### config.mk
export PLATFORM = sky130hd
export DESIGN_NAME = traffic_phase_controller
export DESIGN_NICKNAME = d
export VERILOG_FILES = /design/src/rtl/traffic_phase_controller.sv
export SDC_FILE = /design/constraint.sdc
export NUM_CORES = 1
export LEC_CHECK = 0
export CAP_MARGIN = 20
export CORE_MARGIN = 5
export CORE_UTILIZATION = 26
export DETAILED_ROUTE_END_ITERATION = 12
export PLACE_DENSITY_LB_ADDON = 0.12
export SYNTH_ARGS = -nofsm -noshare
export SYNTH_HDL_FRONTEND = slang
export SYNTH_SLANG_ARGS = --single-unit
export TNS_END_PERCENT = 1
### constraint.sdc
create_clock -name clk -period 2 [get_ports clk]
set_input_delay 0.4 -clock clk [delete_from_list [all_inputs] [get_ports clk]]
set_output_delay 0.4 -clock clk [all_outputs]
set_load 0.05 [all_outputs]
### src/rtl/traffic_phase_controller.sv
// Two-road + pedestrian intersection sequencer: phase FSM with a per-phase
// saturating down-counter, request latches and one-hot lamp decode.
module traffic_phase_controller #(
  parameter int BIT_WIDTH     = 7,
  parameter int MAIN_MIN_TIME = 20,
  parameter int YELLOW_TIME   = 4,
  parameter int ALLRED_TIME   = 2,
  parameter int SIDE_TIME     = 15,
  parameter int WALK_TIME     = 10
) (
  input  logic                 clk,
  input  logic                 rst,
  input  logic                 sideSensor,
  input  logic                 pedReq,
  output logic [2:0]           mainLight,
  output logic [2:0]           sideLight,
  output logic                 walk,
  output logic [2:0]           state,
  output logic [BIT_WIDTH-1:0] timeLeft,
  output logic                 phaseDone
);

  typedef enum logic [2:0] {
    P_MG   = 3'd0,
    P_MY   = 3'd1,
    P_AR1  = 3'd2,
    P_WALK = 3'd3,
    P_SG   = 3'd4,
    P_SY   = 3'd5,
    P_AR2  = 3'd6
  } phase_e;

  localparam logic [BIT_WIDTH-1:0] MG_LOAD   = BIT_WIDTH'(MAIN_MIN_TIME - 1);
  localparam logic [BIT_WIDTH-1:0] Y_LOAD    = BIT_WIDTH'(YELLOW_TIME - 1);
  localparam logic [BIT_WIDTH-1:0] AR_LOAD   = BIT_WIDTH'(ALLRED_TIME - 1);
  localparam logic [BIT_WIDTH-1:0] SG_LOAD   = BIT_WIDTH'(SIDE_TIME - 1);
  localparam logic [BIT_WIDTH-1:0] WALK_LOAD = BIT_WIDTH'(WALK_TIME - 1);

  phase_e               state_q, state_d;
  logic [BIT_WIDTH-1:0] cnt_q, cnt_d;
  logic                 side_latch_q, side_latch_d;
  logic                 ped_latch_q, ped_latch_d;
  logic                 side_pend, ped_pend, done;

  assign side_pend = side_latch_q | sideSensor;
  assign ped_pend  = ped_latch_q | pedReq;
  assign done      = (cnt_q == '0);

  always_comb begin
    state_d = state_q;
    cnt_d   = done ? cnt_q : cnt_q - BIT_WIDTH'(1);
    case (state_q)
      P_MG: if (done && (side_pend || ped_pend)) begin
        state_d = P_MY; cnt_d = Y_LOAD;
      end
      P_MY: if (done) begin
        state_d = P_AR1; cnt_d = AR_LOAD;
      end
      P_AR1: if (done) begin
        if (ped_pend)       begin state_d = P_WALK; cnt_d = WALK_LOAD; end
        else if (side_pend) begin state_d = P_SG;   cnt_d = SG_LOAD;   end
        else                begin state_d = P_MG;   cnt_d = MG_LOAD;   end
      end
      P_WALK: if (done) begin
        if (side_pend) begin state_d = P_SG; cnt_d = SG_LOAD; end
        else           begin state_d = P_MG; cnt_d = MG_LOAD; end
      end
      P_SG: if (done) begin
        state_d = P_SY; cnt_d = Y_LOAD;
      end
      P_SY: if (done) begin
        state_d = P_AR2; cnt_d = AR_LOAD;
      end
      P_AR2: if (done) begin
        state_d = P_MG; cnt_d = MG_LOAD;
      end
      // Unused code 7 recovers straight to a fresh main-green.
      default: begin
        state_d = P_MG; cnt_d = MG_LOAD;
      end
    endcase
  end

  // Clear on the entering edge overrides a coincident set.
  assign side_latch_d = (state_d == P_SG && state_q != P_SG) ? 1'b0 : side_pend;
  assign ped_latch_d  = (state_d == P_WALK && state_q != P_WALK) ? 1'b0 : ped_pend;

  always_ff @(posedge clk) begin
    if (rst) begin
      state_q      <= P_MG;
      cnt_q        <= MG_LOAD;
      side_latch_q <= 1'b0;
      ped_latch_q  <= 1'b0;
    end else begin
      state_q      <= state_d;
      cnt_q        <= cnt_d;
      side_latch_q <= side_latch_d;
      ped_latch_q  <= ped_latch_d;
    end
  end

  always_comb begin
    mainLight = 3'b100;
    sideLight = 3'b100;
    walk      = 1'b0;
    case (state_q)
      P_MG:    mainLight = 3'b001;
      P_MY:    mainLight = 3'b010;
      P_WALK:  walk      = 1'b1;
      P_SG:    sideLight = 3'b001;
      P_SY:    sideLight = 3'b010;
      default: ;
    endcase
  end

  assign state     = state_q;
  assign timeLeft  = cnt_q;
  assign phaseDone = done;

endmodule

==> reports/metrics.cfg <==
[yosys]
synth_ff_type=dfxtp_1
synthTopCellsByArea=dfxtp_1 (32%), nor2_1 (8.6%), a21oi_1 (6.7%)
synth_top_area_cell=dfxtp_1
mappedNetlistArea_um2=746
synthArstFlopShare=0
synth_seq_cells=12
synth.distinct_cells=34
synth_nets=101
synth_top_area_frac=0.322
synth_area_per_cell_um2=7.93
seq_area_frac_synth=0.322
yosys_warnings=0
synthCells=94
synth_edf_count=0

[min_path]
min_from=timeLeft[6]$_SDFF_PP0_
hold_class=flip-flop to flip-flop
whs_path_depth=2
min_to=timeLeft[6]$_SDFF_PP0_

[sta]
tightest_slew_ns=0.491
finClkSkew_ns=0.00175
slew_violations=0
rsz0062_at_grt=no
setup_viol=0
hold_violations=0
fin_crit_sh=0.961
min_period_ns=1.92
slew_headroom=0.672
clock.fmax_mhz=520

[detailed_routing]
wl_per_cell_um=14.6
wirelength_mm=2.30
drt_iter0_drc=27
drtPass1Iterations=4
ant_nets=0
drcViolationCount=0
vias=792
routed_via_density=5.01

[pwr]
ir_worst_vdd_uv=261
leakagePower_nw=0.480
total_power_uw=582
p_per_area_nw_per_um2=483

[die]
dieArea_um2=4040
die_h_um=63.6
io_pins=22
fp.dieW_um=63.6
core-area_um2=2760
initial_core_util=0.270
rows=19

[layout]
instances_no_fill=158
fill_cells=274
utilization=0.437
syn_to_final_growth_pct=61.6
layout_common_cells=buf_4 (21), nor2_1 (15), a21oi_1 (10), dfxtp_1 (10), buf_12 (9)
layout_commonest_cell=buf_4
fin_nets=136
layout-drive-gt1-share=0.394
stdcell_area_um2=1200
diodes=0

[global_routing]
grt_max_degree=12
gr-usage-all-layers=0.118
antenna_found_initial=0
grt_pass1_wl_mm=3.80
gr-total-overflow=0
grt_pass1_vias=758

[critical_path]
cp_data_required_time_ns=1.60
crit_type=flip-flop to output port
path_max_fanout=4
worst_setup_path_end_kind=output port
reg2reg_depth=7
arrival_ns=1.52
rr_startpoint=timeLeft[0]$_SDFF_PP1_
r2r_slack_ns=0.14
startpoint_type=flip-flop
rr_endpoint=timeLeft[2]$_SDFF_PP0_

[clocking]
clock_sinks=12
hold_buffers=0
cts_buffer_depth=2
cts_buffers=3
root_buffer=clkbuf_4
clk_latency_ns=0.29
clk_transition_reported_paths_ns=0.08
cts_tree=done
cts_max_level=1

[place]
dp_hpwl_mm=1.72
placedCellCount=149
portBuffers=21
placed_cell_area_um2=1120
gp_congestion=0.799

[flow_run]
cap_violations=0

[outcome]
status=finished clean

==> synth_stat cells, drive strengths merged (3+ instances only) <==
master  instances
dfxtp          12
nor2           17
a21oi          10
o21ai           3
nor3            4
inv             4
ha              3
nand2           7
==> kinds of logic after synthesis <==
kind of cell | synth area share
AO/OA/AOI/OAI | 0.258
XOR/XNOR | 0.0470
adder cells (fa/ha/maj) | 0.0503
buffers and inverters | 0.0487
flip-flops | 0.322
multiplexers | 0.0285
AND/OR/NAND/NOR | 0.245
==> metal layers <==
metal | GRT usage | part of all wire | vias up
li1 | - | - | 407
met1 | 0.160 | 0.47 | 354
met2 | 0.166 | 0.44 | 26
met3 | 0.0302 | 0.064 | 5
met4 | 0.0701 | 0.026 | 0
met5 | 0 | 0 | -
==> critical path, stage by stage (launching register included) <==
cell and delay, ns:
dfxtp_4 0.36, inv_2 0.05, ha_2 0.17, nor4b_4 0.28, nand2_4 0.11, clkinvlp_4 0.12
buf_12 0.14
==> report_power, final <==
group | internal, mW | total (mW) | switching (mW)
registers | 0.253 | 0.268 | 0.0152
clock network | 0.0701 | 0.162 | 0.0915
logic | 0.0620 | 0.152 | 0.0901
==> metrics by stage <==
| stage | worst slack, ns | hold slack (ns) | setup TNS [ns] |
|---|---|---|---|
| finish | 0.0782 | 0.608 | 0 |
| global route | 0.000689 | 0.660 | 0 |
| CTS | 0.0176 | 0.614 | 0 |
| detailed placement | 0.0886 | 0.603 | 0 |
| global placement | 0.0981 | 0.578 | 0 |
| floorplan | -0.216 | 0.469 | -0.805 |
==> layout make-up <==
| type | count | area, um2 | share of cell area |
|---|---|---|---|
| multi-input combinational | 73 | 494 | 0.410 |
| clock buffer | 3 | 22.5 | 0.0187 |
| timing repair buffer | 34 | 378 | 0.314 |
| sequential | 12 | 248 | 0.206 |
| tap | 31 | 38.8 | 0.0322 |
| inverter | 5 | 23.8 | 0.0197 |
==> timing repair <==
item,CTS,global route
setup buffers,4,2
setup endpoints to repair,3,4
pin swaps,0,1
gates resized for setup,3,6
==> how the worst max path moves through the flow <==
stage / from / end
finish: timeLeft[0]$_SDFF_PP1_ / phaseDone
global route: timeLeft[1]$_SDFF_PP1_ / phaseDone
CTS: timeLeft[0]$_SDFF_PP1_ / phaseDone
detailed placement: timeLeft[0]$_SDFF_PP1_ / state[0]$_SDFF_PP0_
global placement: timeLeft[0]$_SDFF_PP1_ / timeLeft[0]$_SDFF_PP1_
floorplan: state[1]$_SDFF_PP0_ / mainLight[0]
==> registers in the layout (all words and copies together) (netlist names) <==
signal	count
ped_latch_q	1
side_latch_q	1
state	3
timeLeft	7
Power figures use the tool's default switching activity.
